`src/rtl/bru_pkg.sv`:
```
// Shared types and funct3 encodings for the branch resolve unit and its comparator.
package bru_pkg;

    typedef enum logic [1:0] {
        KIND_BRANCH = 2'd0,
        KIND_JAL    = 2'd1,
        KIND_JALR   = 2'd2,
        KIND_RSVD   = 2'd3
    } bru_kind_e;

    localparam logic [2:0] F3_BEQ  = 3'd0;
    localparam logic [2:0] F3_BNE  = 3'd1;
    localparam logic [2:0] F3_BLT  = 3'd4;
    localparam logic [2:0] F3_BGE  = 3'd5;
    localparam logic [2:0] F3_BLTU = 3'd6;
    localparam logic [2:0] F3_BGEU = 3'd7;

    // Control fields of a request; widths of the data fields are module parameters.
    typedef struct packed {
        bru_kind_e  kind;
        logic [2:0] funct3;
        logic       pred_taken;
    } bru_req_t;

    typedef struct packed {
        logic taken;
        logic mispredict;
        logic illegal;
        logic misaligned;
    } bru_resp_t;

endpackage

```
`src/rtl/branch_compare.sv`:
```
// Combinational decode of a BRANCH funct3 into the branch condition and a legality flag.
module branch_compare
    import bru_pkg::*;
#(
    parameter int DATA_WIDTH = 32
) (
    input  logic [2:0]            funct3,
    input  logic [DATA_WIDTH-1:0] lhs,
    input  logic [DATA_WIDTH-1:0] rhs,
    output logic                  cond,
    output logic                  legal
);

    logic eq_s;
    logic lt_s;
    logic ltu_s;

    assign eq_s  = (lhs == rhs);
    assign lt_s  = ($signed(lhs) < $signed(rhs));
    assign ltu_s = (lhs < rhs);

    // funct3 2 and 3 are reserved: never taken and flagged illegal.
    always_comb begin
        cond  = 1'b0;
        legal = 1'b1;
        case (funct3)
            F3_BEQ:  cond = eq_s;
            F3_BNE:  cond = !eq_s;
            F3_BLT:  cond = lt_s;
            F3_BGE:  cond = !lt_s;
            F3_BLTU: cond = ltu_s;
            F3_BGEU: cond = !ltu_s;
            default: begin
                cond  = 1'b0;
                legal = 1'b0;
            end
        endcase
    end

endmodule

```
`src/rtl/branch_resolve_unit.sv`:
```
// Registered branch/JAL/JALR resolution with a single-entry valid/ready output stage.
// Optional performance counters are built when BRU_PERF_EN is defined.
module branch_resolve_unit
    import bru_pkg::*;
#(
    parameter int ADDR_WIDTH = 32,
    parameter int DATA_WIDTH = 32,
    parameter int CNT_WIDTH  = 32
) (
    input  logic                  clk,
    input  logic                  rst_n,
    input  logic                  in_valid,
    output logic                  in_ready,
    input  logic [1:0]            in_kind,
    input  logic [2:0]            in_funct3,
    input  logic [DATA_WIDTH-1:0] in_lhs,
    input  logic [DATA_WIDTH-1:0] in_rhs,
    input  logic [ADDR_WIDTH-1:0] in_pc,
    input  logic [ADDR_WIDTH-1:0] in_imm,
    input  logic                  in_pred_taken,
    input  logic [ADDR_WIDTH-1:0] in_pred_target,
    input  logic                  flush,
    output logic                  out_valid,
    input  logic                  out_ready,
    output logic                  out_taken,
    output logic [ADDR_WIDTH-1:0] out_target,
    output logic [ADDR_WIDTH-1:0] out_link,
    output logic                  out_mispredict,
    output logic                  out_illegal,
    output logic                  out_misaligned
`ifdef BRU_PERF_EN
    ,
    output logic [CNT_WIDTH-1:0]  perf_branches,
    output logic [CNT_WIDTH-1:0]  perf_mispredicts
`endif
);

    localparam logic [ADDR_WIDTH-1:0] PC_STEP   = ADDR_WIDTH'(3'd4);
    localparam logic [ADDR_WIDTH-1:0] JALR_MASK = ~ADDR_WIDTH'(1'b1);

    if (DATA_WIDTH < ADDR_WIDTH || CNT_WIDTH < 1) begin : g_bad_cfg
        $error("branch_resolve_unit: DATA_WIDTH must be >= ADDR_WIDTH and CNT_WIDTH >= 1");
    end

    bru_req_t               req_s;
    bru_resp_t              resp_s;
    logic                   cmp_cond_s;
    logic                   cmp_legal_s;
    logic                   legal_s;
    logic                   cond_s;
    logic [ADDR_WIDTH-1:0]  link_s;
    logic [ADDR_WIDTH-1:0]  pc_sum_s;
    logic [ADDR_WIDTH-1:0]  reg_sum_s;
    logic [ADDR_WIDTH-1:0]  taken_tgt_s;
    logic [ADDR_WIDTH-1:0]  next_pc_s;
    logic                   accept_s;
    logic                   transfer_s;

    logic                   valid_r;
    bru_resp_t              resp_r;
    logic [ADDR_WIDTH-1:0]  target_r;
    logic [ADDR_WIDTH-1:0]  link_r;

    branch_compare #(
        .DATA_WIDTH (DATA_WIDTH)
    ) u_compare (
        .funct3 (in_funct3),
        .lhs    (in_lhs),
        .rhs    (in_rhs),
        .cond   (cmp_cond_s),
        .legal  (cmp_legal_s)
    );

    assign req_s.kind       = bru_kind_e'(in_kind);
    assign req_s.funct3     = in_funct3;
    assign req_s.pred_taken = in_pred_taken;

    assign link_s    = in_pc + PC_STEP;
    assign pc_sum_s  = in_pc + in_imm;
    assign reg_sum_s = in_lhs[ADDR_WIDTH-1:0] + in_imm;

    // Kind decode: legality, condition and the would-be taken target.
    always_comb begin
        legal_s     = 1'b0;
        cond_s      = 1'b0;
        taken_tgt_s = pc_sum_s;
        case (req_s.kind)
            KIND_BRANCH: begin
                legal_s     = cmp_legal_s;
                cond_s      = cmp_cond_s;
                taken_tgt_s = pc_sum_s;
            end
            KIND_JAL: begin
                legal_s     = 1'b1;
                cond_s      = 1'b1;
                taken_tgt_s = pc_sum_s;
            end
            KIND_JALR: begin
                legal_s     = 1'b1;
                cond_s      = 1'b1;
                taken_tgt_s = reg_sum_s & JALR_MASK;
            end
            default: begin
                legal_s     = 1'b0;
                cond_s      = 1'b0;
                taken_tgt_s = pc_sum_s;
            end
        endcase
    end

    // Resolution against the prediction; taken already implies a legal request.
    always_comb begin
        resp_s.taken      = legal_s && cond_s;
        resp_s.illegal    = !legal_s;
        next_pc_s         = resp_s.taken ? taken_tgt_s : link_s;
        resp_s.mispredict = legal_s &&
                            ((resp_s.taken != req_s.pred_taken) ||
                             (resp_s.taken && (taken_tgt_s != in_pred_target)));
        resp_s.misaligned = resp_s.taken && taken_tgt_s[1];
    end

    assign in_ready   = !valid_r || out_ready;
    assign accept_s   = in_valid && in_ready;
    assign transfer_s = valid_r && out_ready;

    // Output stage: flush wins over a same-cycle accept; fields hold while stalled.
    always_ff @(posedge clk or negedge rst_n) begin
        if (!rst_n) begin
            valid_r  <= 1'b0;
            resp_r   <= '0;
            target_r <= '0;
            link_r   <= '0;
        end else if (flush) begin
            valid_r  <= 1'b0;
        end else if (accept_s) begin
            valid_r  <= 1'b1;
            resp_r   <= resp_s;
            target_r <= next_pc_s;
            link_r   <= link_s;
        end else if (transfer_s) begin
            valid_r  <= 1'b0;
        end
    end

    assign out_valid      = valid_r;
    assign out_taken      = resp_r.taken;
    assign out_target     = target_r;
    assign out_link       = link_r;
    assign out_mispredict = resp_r.mispredict;
    assign out_illegal    = resp_r.illegal;
    assign out_misaligned = resp_r.misaligned;

`ifdef BRU_PERF_EN
    logic                 branch_r;
    logic [CNT_WIDTH-1:0] branches_r;
    logic [CNT_WIDTH-1:0] mispredicts_r;

    // Tracks whether the held result came from a legal BRANCH.
    always_ff @(posedge clk or negedge rst_n) begin
        if (!rst_n) begin
            branch_r <= 1'b0;
        end else if (accept_s && !flush) begin
            branch_r <= (req_s.kind == KIND_BRANCH) && legal_s;
        end
    end

    // Counters step on delivered transfers, including one completing under flush.
    always_ff @(posedge clk or negedge rst_n) begin
        if (!rst_n) begin
            branches_r    <= '0;
            mispredicts_r <= '0;
        end else if (transfer_s) begin
            if (branch_r) begin
                branches_r <= branches_r + CNT_WIDTH'(1'b1);
            end
            if (resp_r.mispredict) begin
                mispredicts_r <= mispredicts_r + CNT_WIDTH'(1'b1);
            end
        end
    end

    assign perf_branches    = branches_r;
    assign perf_mispredicts = mispredicts_r;
`endif

endmodule

```
`config.mk`:
```
export PLATFORM = sky130hd
export DESIGN_NAME = branch_resolve_unit
export DESIGN_NICKNAME = d
export VERILOG_FILES = /design/src/rtl/bru_pkg.sv /design/src/rtl/branch_compare.sv /design/src/rtl/branch_resolve_unit.sv
export SDC_FILE = /design/constraint.sdc
export NUM_CORES = 1
export LEC_CHECK = 0
export ABC_AREA = 1
export CAP_MARGIN = 20
export CORE_UTILIZATION = 30
export CTS_CLUSTER_DIAMETER = 150
export DETAILED_ROUTE_END_ITERATION = 7
export PLACE_DENSITY = 0.52
export SYNTH_ARGS = -nofsm -noshare
export SYNTH_HDL_FRONTEND = slang
export SYNTH_SLANG_ARGS = --single-unit
```
`constraint.sdc`:
```
create_clock -name clk -period 2 [get_ports clk]
set_clock_uncertainty 0.2 [all_clocks]
set_input_delay 0.4 -clock clk [delete_from_list [all_inputs] [get_ports clk]]
set_output_delay 0.4 -clock clk [all_outputs]
set_load 0.05 [all_outputs]
```
After elaboration in Yosys (flattened, before gate mapping)
Cells that the tools add are included.
{"block": "word_totals", "reg_bits": 69, "out_inout_bits": 70, "mem_bits_ro": 0, "mem_bits_rw": 0, "memories": 0, "latch_bits": 0, "wordCells": 51}
{"block": "op_classes", "n_eq_ne": 10, "addsub": 3, "n_shift": 0, "div": 0, "multipliers": 0, "n_bitwise": 1, "muxes": 9, "reduce_logical": 19, "order_cmp": 2}
{"operator": "32-bit adder", "count": 2}
{"operator": "32-bit less-than comparator", "count": 2}
{"operator": "32-bit 2-to-1 mux", "count": 2}
{"operator": "32-bit by 3-bit adder with 32-bit output (second input constant)", "count": 1}
{"operator": "32-bit == test", "count": 1}
{"operator": "32-bit != test", "count": 1}
{"operator": "3-bit == test (second input constant)", "count": 4}
{"operator": "1-bit logical AND", "count": 6}
{"operator": "1-bit case mux with 6 select lines", "count": 1}
{"operator": "6-bit OR reduction", "count": 1}
{"operator": "1-bit zero test", "count": 5}
{"operator": "1-bit 2-to-1 mux", "count": 4}
{"operator": "1-bit case mux with 2 select lines", "count": 2}
{"operator": "3-bit by 1-bit == test with 1-bit output (second input constant)", "count": 1}
{"operator": "3-bit zero test", "count": 1}
{"operator": "3-bit nonzero test", "count": 1}
{"operator": "2-bit by 1-bit == test with 1-bit output (second input constant)", "count": 1}
{"operator": "2-bit == test (second input constant)", "count": 1}
{"operator": "2-bit zero test", "count": 1}
{"operator": "1-bit logical OR", "count": 2}
{"operator": "2-bit AND reduction", "count": 1}
{"operator": "2-bit OR reduction", "count": 1}
{"operator": "1-bit != test", "count": 1}
{"operator": "1-bit inverter", "count": 1}

Longest topological paths before layout
Gate-level depths: netlist of run 1.
{"block": "depth", "depth_word": 8, "depth_mapped": 22}

Cells and area by module
A second synthesis of run 1 with hierarchy kept.
{"block": "unflattened", "cells_unflattened": 1815, "area_unflattened_um2": 10118.5}
{"module": "branch_resolve_unit", "area_each_um2": 9145.0, "cells_per_inst": 1647, "instances": 1, "seq_area_each_um2": 1726.7}
{"module": "branch_compare", "area_each_um2": 973.4, "cells_per_inst": 168, "instances": 1, "seq_area_each_um2": 0.0}

Least setup slack after synthesis of run 1
Ideal clock, no wire load.
{"block": "synth_timing", "path_kind": "input to register", "from": "in in_pc[0]", "to": "reg resp_r (netlist bit out_mispredict)", "path_stages": 20, "n_path_buf": 0, "setup_time_ns": 0.118, "arrival_ns": 2.282, "required_ns": 1.682, "slack_ns": -0.600, "cell_sequence": "ha_1 -> fa_1 -> nand2_1 -> nand2_1 -> nand3_2 -> nand2_2 -> nand2_1 -> nand2_1 -> nand3b_1 -> nand3_1 -> nand3_1 -> nand2_1 -> nand2_1 -> nand2_1 -> nor2_1 -> nand2_1 -> nor2_1 -> nand2_1 -> nand2_1 -> nand2_1"}
{"block": "synth_via", "elab_chain_cells": 6}
{"item": "start, declared", "line": "branch_resolve_unit.sv:18", "rtl": "input logic [ADDR_WIDTH-1:0] in_pc,"}
{"item": "32-bit adder", "line": "branch_resolve_unit.sv:79", "rtl": "assign pc_sum_s = in_pc + in_imm;"}
{"item": "32-bit 2-to-1 mux", "line": "branch_resolve_unit.sv:87", "rtl": "case (req_s.kind)"}
{"item": "32-bit != test", "line": "branch_resolve_unit.sv:118", "rtl": "(resp_s.taken && (taken_tgt_s != in_pred_target)));"}
{"item": "1-bit logical AND", "line": "branch_resolve_unit.sv:118"}
{"item": "1-bit logical OR", "line": "branch_resolve_unit.sv:117", "rtl": "((resp_s.taken != req_s.pred_taken) ||"}
{"item": "1-bit logical AND", "line": "branch_resolve_unit.sv:116", "rtl": "resp_s.mispredict = legal_s &&"}
{"item": "end signal, assigned", "line": "branch_resolve_unit.sv:137", "rtl": "resp_r <= resp_s;"}
{"item": "end, declared", "line": "branch_resolve_unit.sv:60", "rtl": "bru_resp_t resp_r;"}
Every way passes these cells.
A chain may end at the register's enable or synchronous reset.

Worst setup path after layout of run 1
{"block": "layout_timing", "from": "in in_rhs[17]", "to": "reg resp_r (netlist bit out_mispredict)"}
{"block": "layout_via", "elab_chain_cells": 8, "elab_cells_between_ends": 13, "classes_between": "order compare: 2; eq/ne: 2; mux: 2; reduce/logical: 7"}
{"item": "start, declared", "line": "branch_resolve_unit.sv:17", "rtl": "input logic [DATA_WIDTH-1:0] in_rhs,"}
{"item": "32-bit less-than comparator, or another cell as far along", "line": "branch_compare.sv:20", "rtl": "assign ltu_s = (lhs < rhs);"}
{"item": "1-bit zero test (on tied branches)", "line": "branch_compare.sv:32, branch_compare.sv:28, branch_compare.sv:30"}
{"item": "1-bit case mux with 6 select lines *", "line": "branch_compare.sv:26", "rtl": "case (funct3)"}
{"item": "1-bit case mux with 2 select lines *", "line": "branch_resolve_unit.sv:87"}
{"item": "1-bit logical AND *", "line": "branch_resolve_unit.sv:113", "rtl": "resp_s.taken = legal_s && cond_s;"}
{"item": "1-bit != test / 1-bit logical AND (equally long branches)", "line": "branch_resolve_unit.sv:117, branch_resolve_unit.sv:118"}
{"item": "1-bit logical OR *", "line": "branch_resolve_unit.sv:117"}
{"item": "1-bit logical AND *", "line": "branch_resolve_unit.sv:116"}
Every way passes the cells marked *; elsewhere a longest branch is shown, timed or not.

==> metrics.md, run 1 <==
| Metric | Value |
|---|---|
| Start of the worst register-to-register path | out_valid$_DFFE_PN0P_ |
| Clock buffer depth | 2 |
| Area delta synth->final | 82.5% |
| Cell Area, Synth | 10,300 um^2 |
| RSZ-0062 raised after global routing | yes |
| Hold EP | out_target[0]$_DFFE_PN0P_ |
| Synth top area share | between 20% and 30% |
| Detailed-route via count | approximately 14,000 |
| Die Wd | roughly 190 um |
| Port Buffers | 240 |
| Tightest Hold Check Type | in2reg |
| Worst-path fanout max | 2 |
| Final hold vios | 0 |
| DRC Markers | 0 |
| Final Power | roughly 9.5 mW |
| CTS tree | done |
| Placed Area | 16,000 um^2 |
| Hold Crit Depth | 3 |
| R2r setup slk | ~0.26 ns |
| Worst skew pair latency | 0.32 ns |
| Mean Syn Cell Area | between 5 and 6 um^2 |
| Die H | around 190 um |
| Crit path capture type | flop |
| Drt first-iter violations | between 600 and 700 |
| Max Fclk | roughly 360 MHz |
| Rows | 67 |
| Worst Setup Path Type | in2reg |
| Share of layout cells above drive strength 1 | 43.3% |
| Area of the core | about 34,000 um^2 |
| Worst setup margin | -0.748 ns |
| Pre-Repair DR Iteration Count | 5 |
| Boundary Pins | around 240 |
| VDD IR max | roughly 0.00054 V |
| Synthesized net count | a little over 2,000 |
| Register area share after synthesis | between 10% and 20% |
| Tmin final | around 2.7 ns |
| Drt via density | between 4 and 5 |
| Remaining global-route overflow | 0 |
| Final setup fails | 43 |
| Number of global-route vias before repair | 13,300 |
| Pin count of the biggest net entering global routing | 70 |
| First-pass GRT wire length | roughly 70,000 um |
| Arr. time, crit path | 2.77 ns |
| Gr usage total | between 20% and 30% |
| Crit path launch type | input port |
| Synth unique cells | between 40 and 50 |
| Initial Util | between 30 and 40% |
| Initial antenna violation count | 0 |
| Leakage power | 9.91 nW |
| Post-Syn Instances | between 1,500 and 2,000 |
| Hold path start | in_pc[0] |
| Fin. max-slew vios | 0 |
| Worst-margin pin slew | roughly 0.40 ns |
| Worst-path clk slew | roughly 0.06 ns |
| Rel. slew slack | between 70% and 80% |
| Detailed placement HPWL | roughly 38,000 um |
| Root Driver | clkbuf_16 |
| Final Cycle Share | 137% |
| Max_cap viols | 0 |
| Violated checks | setup timing |
| Outcome | finished, violations left |
| Clk sinks | 69 |
| Num CTS Buffers | 9 |
| Reg2reg end | out_target[12]$_DFFE_PN0P_ |
| Antenna Violating Nets Remaining | 0 |
| Final #Nets | approximately 2,700 |
| Htree depth | 3 |
| WL final | ~47,000 um |
| Top cells by area, synth | nand2_1 23%, dfrtp_1 17%, ha_1 12%, inv_1 11%, nand3_1 9.7% |
| Worst Reg-to-Reg Cells | 8 |
| WL/cell | 16.3 um |
| Crit path required time | 2.02 ns |
| Cell area power density | 505 nW/um^2 |
| Gpl congestion | around 0.93 |
| FF+latch count, synth | between 60 and 70 |
| Die footprint | ~35,000 um^2 |
| Fin area | roughly 19,000 um^2 |
| Synthesis Warnings | 0 |
| Ant diodes | 0 |
| Synth area leader | nand2_1 |
## stage by stage
| stage | setup TNS [ns] | setup slack (ns) | utilization [%] | hold WS, ns | std cells |
|---|---|---|---|---|---|
| final | -25.33 | -0.748 | 56.0 | 0.204 | 2894 |
| after global routing | -30.02 | -0.858 | 56.0 | 0.214 | 2894 |
| after CTS | -28.96 | -0.827 | 53.1 | 0.231 | 2870 |
| after detailed placement | -74.34 | -1.66 | 47.5 | 0.250 | 2808 |
| after global placement | -71.79 | -1.65 | 47.5 | 0.249 | 2808 |
| after floorplan | -12.05 | -0.447 | - | -0.0956 | 1783 |
## layer usage
metal / global-route usage (%) / part of all wire (%) / vias to the layer above / wire [um]
li1: - / - / 6993 / -
met1: 35.6 / 47 / 6297 / 21900
met2: 42.9 / 47 / 349 / 21900
met3: 1.80 / 4.3 / 67 / 2040
met4: 6.69 / 2.4 / 0 / 1150
met5: 0 / 0 / - / 0
## cell usage in the layout, fill, tap and decap left out, drive strengths merged, types with 26 or more instances in the layout
cell / count
nand2: 647
buf: 550
inv: 317
nand3: 208
nor2: 139
ha: 97
a21oi: 78
dfrtp: 69
clkbuf: 58
o21ai: 50
clkdlybuf4s50: 44
nand4: 26
## what timing repair did
action,in CTS,in global routing
buffers inserted,46,23
setup endpoints to repair,56,67
hold buffers,1,0
cloned,0,5
hold endpoints to repair,69,0
pin swaps,123,133
resized for setup,542,331
## synthesized netlist by cell type (all sizes together)
| cell | count |
|---|---|
| nor2 | 139 |
| o211ai | 22 |
| a21oi | 78 |
| xor2 | 16 |
| or2 | 1 |
| a31oi | 1 |
| dfrtp | 69 |
| fa | 2 |
| nand4 | 26 |
| o21bai | 8 |
| nor3 | 24 |
| inv | 318 |
| clkbuf | 9 |
| xnor2 | 12 |
| o21a | 2 |
| nor3b | 1 |
| o21ai | 50 |
| nor4 | 3 |
| ha | 97 |
| o221ai | 4 |
| and3 | 1 |
| a22oi | 1 |
| nand3 | 208 |
| and2 | 2 |
| nand3b | 21 |
| buf | 14 |
| a21o | 5 |
| a22o | 1 |
| a211oi | 1 |
| nand2 | 647 |
## power breakdown
group	internal, mW	switching (mW)	total, mW	leakage (nW)
registers	1.66	0.169	1.83	0.853
clock network	0.873	0.563	1.44	0.130
logic	2.63	3.64	6.27	8.93
## layout make-up
class                           count  area (um^2)
Sequential cell                    69         1730
Clock inverter                      3         21.3
Multi-Input combinational cell   1373         9670
Tap cell                          448          561
Clock buffer                       13          250
Inverter                          318         1250
Timing Repair Buffer              670         5390
Fill cell                        3421        14800
## critical path, stage by stage
cell and delay, ns:
dlygate4sd2_1 0.24, inv_2 0.07, ha_4 0.21, a21oi_2 0.12
o21ai_1 0.08, nand2_1 0.10, nand3_2 0.10, a21oi_2 0.21
buf_4 0.14, nand3b_1 0.10, nand2_1 0.10, nand2_2 0.07
nand3_4 0.12, buf_6 0.14, buf_6 0.09, buf_4 0.09
nand4_1 0.10, nor2_1 0.12, nand2_1 0.07, nand2_1 0.06
nand2_1 0.04
## worst max-delay path by stage
stage	start	end	cells after the start
floorplan	in_imm[0]	out_mispredict$_DFFE_PN0P_	20
global placement	in_lhs[7]	out_mispredict$_DFFE_PN0P_	21
detailed placement	in_lhs[7]	out_mispredict$_DFFE_PN0P_	21
CTS	in_lhs[7]	out_target[26]$_DFFE_PN0P_	18
global route	in_rhs[17]	out_mispredict$_DFFE_PN0P_	21
finish	in_rhs[17]	out_mispredict$_DFFE_PN0P_	21
## logic make-up after synthesis
family	count (synthesis)	synth area share, %
AO/OA/AOI/OAI	173	10.8
XOR/XNOR	28	2.45
adder cells (fa/ha/maj)	99	12.1
buffers and inverters	341	12.8
flip-flops	69	16.7
AND/OR/NAND/NOR	1073	45.1
## sequential cells by signal, summed over array words and instances, names as in the netlist
signal	flops
out_valid	1
out_misaligned	1
out_mispredict	1
out_target	32
out_taken	1
out_illegal	1
out_link	32
Note: power is estimated with default switching activity, not from simulation.
==> run 2, diff against run 1 <==
Settings changed: CORE_ASPECT_RATIO from default to 0.75.
==> metrics.md, run 2 (same netlist as run 1, synthesis figures left out) <==
| Metric | Value |
|---|---|
| Most frequent cells in the layout | 545 x nand2_1, 428 x buf_4, 278 x inv_1 |
| CTS tree | done |
| DRC Markers | 0 |
| Fin area | approximately 19,000 um^2 |
| Pre-Repair DR Iteration Count | 5 |
| Rel. slew slack | between 60% and 70% |
| Share of layout cells above drive strength 1 | roughly two fifths |
| Drt via density | between 4 and 5 |
| Drt first-iter violations | 1,042 |
| Boundary Pins | 241 |
| Tmin final | approximately 2.8 ns |
| Final hold vios | 0 |
| Area delta synth->final | 82.4% |
| RSZ-0062 raised after global routing | yes |
| Area of the core | ~34,000 um^2 |
| Worst-path clk slew | ~0.06 ns |
| Number of global-route vias before repair | 12,700 |
| Max Fclk | 362 MHz |
| Arr. time, crit path | roughly 2.8 ns |
| Clock buffer depth | 2 |
| Antenna Violating Nets Remaining | 0 |
| Final #Nets | about 2,700 |
| Worst setup margin | -0.760 ns |
| Fin. max-slew vios | 0 |
| Die H | roughly 160 um |
| Rows | 58 |
| WL/cell | 16.5 um |
| Crit path capture type | flop |
| Placed Area | about 16,000 um^2 |
| First-pass GRT wire length | 71,100 um |
| Max_cap viols | 0 |
| Ant diodes | 0 |
| Gr usage total | a little over a quarter |
| Die Wd | around 220 um |
| Worst-path fanout max | 2 |
| Area of the multi-input gates | 9620 um^2 |
| Htree depth | 3 |
| Initial antenna violation count | 0 |
| Worst-margin pin slew | approximately 0.47 ns |
| Final Cycle Share | 138% |
| Clk sinks | 69 |
| Cell area power density | approximately 510 nW/um^2 |
| TNS Setup | -22.35 ns |
| Max stage delay cell, worst path | fa_2 |
| Detailed-route via count | about 14,000 |
| CP cell instances | buf_8, buf_6, nand2_2, inv_2, fa_2, nand2_2, nand2_2, xor2_1, inv_1, nand2_2, nor2_2, nand3_2, nor2_4, nand3_2, nor2_2, buf_6, nand3_2, nor2_2, nand3_1, nor2_1, nand2_1, nand2_1, nand2_1 |
| Tightest Hold Check Type | in2reg |
| Final setup fails | 44 |
| Violated checks | setup timing |
| Largest stage delay, worst path | 0.56 ns |
| FF/Latch Area | roughly 1700 um^2 |
| Leakage power | about 9.8 nW |
| FILL cells | roughly 3,300 |
| Worst skew pair latency | 0.32 ns |
| Remaining global-route overflow | 0 |
| Most common cell after layout, fill and taps aside | nand2_1 |
| Crit path launch type | input port |
| VDD IR max | between 0.0005 and 0.0006 V |
| Die footprint | ~35,000 um^2 |
| Outcome | finished, violations left |
| Root Driver | clkbuf_16 |
| Detailed placement HPWL | slightly below 40,000 um |
| Port Buffers | 240 |
| Worst Setup Path Type | in2reg |
| Crit path required time | 2.03 ns |
| WL final | between 40,000 and 50,000 um |
| Num CTS Buffers | 9 |
| Gpl congestion | 0.928 |
| Pin count of the biggest net entering global routing | 53 |
| Place WS | -1.71 ns |
| Initial Util | between 30% and 40% |
| Worst path most repeated cell | nand2_2 |
run 2: cell types whose count changed in the layout (fill, tap and decap cells not counted), moves of 6 or more:
cell / change
nand2_2: -10
clkbuf_2: -15
nand3_1: -7
buf_6: +7
buf_4: -27
clkdlybuf4s15_2: +8
buf_2: -7
nor3_2: -6
nand2_1: +11
run 2: worst paths after layout:
path | cells after the start | slack, ns | from | endpoint
setup / recovery | 23 | -0.76 | in_lhs[0] | out_mispredict$_DFFE_PN0P_
hold / removal | 3 | 0.23 | in_pc[0] | out_target[0]$_DFFE_PN0P_
setup reg to reg | 10 | 0.27 | out_valid$_DFFE_PN0P_ | out_target[17]$_DFFE_PN0P_
hold reg to reg | 2 | 0.27 | out_link[26]$_DFFE_PN0P_ | out_link[26]$_DFFE_PN0P_
max in group asynchronous | 3 | 0.70 | rst_n | out_link[28]$_DFFE_PN0P_
min in group asynchronous | 2 | 0.36 | rst_n | out_link[7]$_DFFE_PN0P_
run 2: per-layer routing:
metal	global-route usage, %	routed length (um)	vias to the layer above	part of all wire (%)
li1	-	-	6960	-
met1	40.8	24500	6349	52
met2	40.1	20300	344	43
met3	1.40	2130	28	4.5
met4	4.00	502	0	1.1
met5	0	0	-	0
run 2: final cells by class:
| cell class | count | area share (%) |
|---|---|---|
| well taps | 450 | 2.99 |
| repair buffers | 643 | 28.6 |
| repair inverters | 1 | 0.0597 |
| inverters | 318 | 6.63 |
| flip-flops and latches | 69 | 9.16 |
| clock inverters | 2 | 0.186 |
| clock buffers | 12 | 1.31 |
| multi-input cells | 1373 | 51.1 |
run 2: worst max-delay path: cells and delay by family:
family	cells	cell delay [ns]
buffers and inverters	5	0.44
adders and majority gates	1	0.56
and+or+nand+nor	16	1.33
xor gates and xnor gates	1	0.07
run 2: timing repair:
action	in CTS	in global routing
hold buffers	1	0
setup endpoints to repair	67	67
buffers inserted	34	28
hold endpoints to repair	16	0
pin swaps	89	114
gates resized for setup	652	236
gates cloned	6	0
run 2: where the power goes:
part,total [mW],switching (mW),internal (mW)
logic,6.23,3.62,2.61
registers,1.84,0.178,1.66
clock network,1.56,0.574,0.984
run 2: per-stage QoR:
stage          power (mW)  util [%]  hold slack, ns  std cells
2_1_floorplan        4.78         -         -0.0956       1783
3_3_place_gp         7.22      47.1           0.174       2792
3_5_place_dp         7.25      47.1           0.178       2792
4_1_cts              9.36      53.6           0.267       2845
5_1_grt              10.2      55.9           0.263       2868
6_report             9.63      55.9           0.231       2868
==> run 3, diff against run 2 <==
Settings changed: CTS_CLUSTER_DIAMETER 150 to 50.
==> results of run 3 <==
No change in the layout: final DEF, timing and power equal those of run 2.
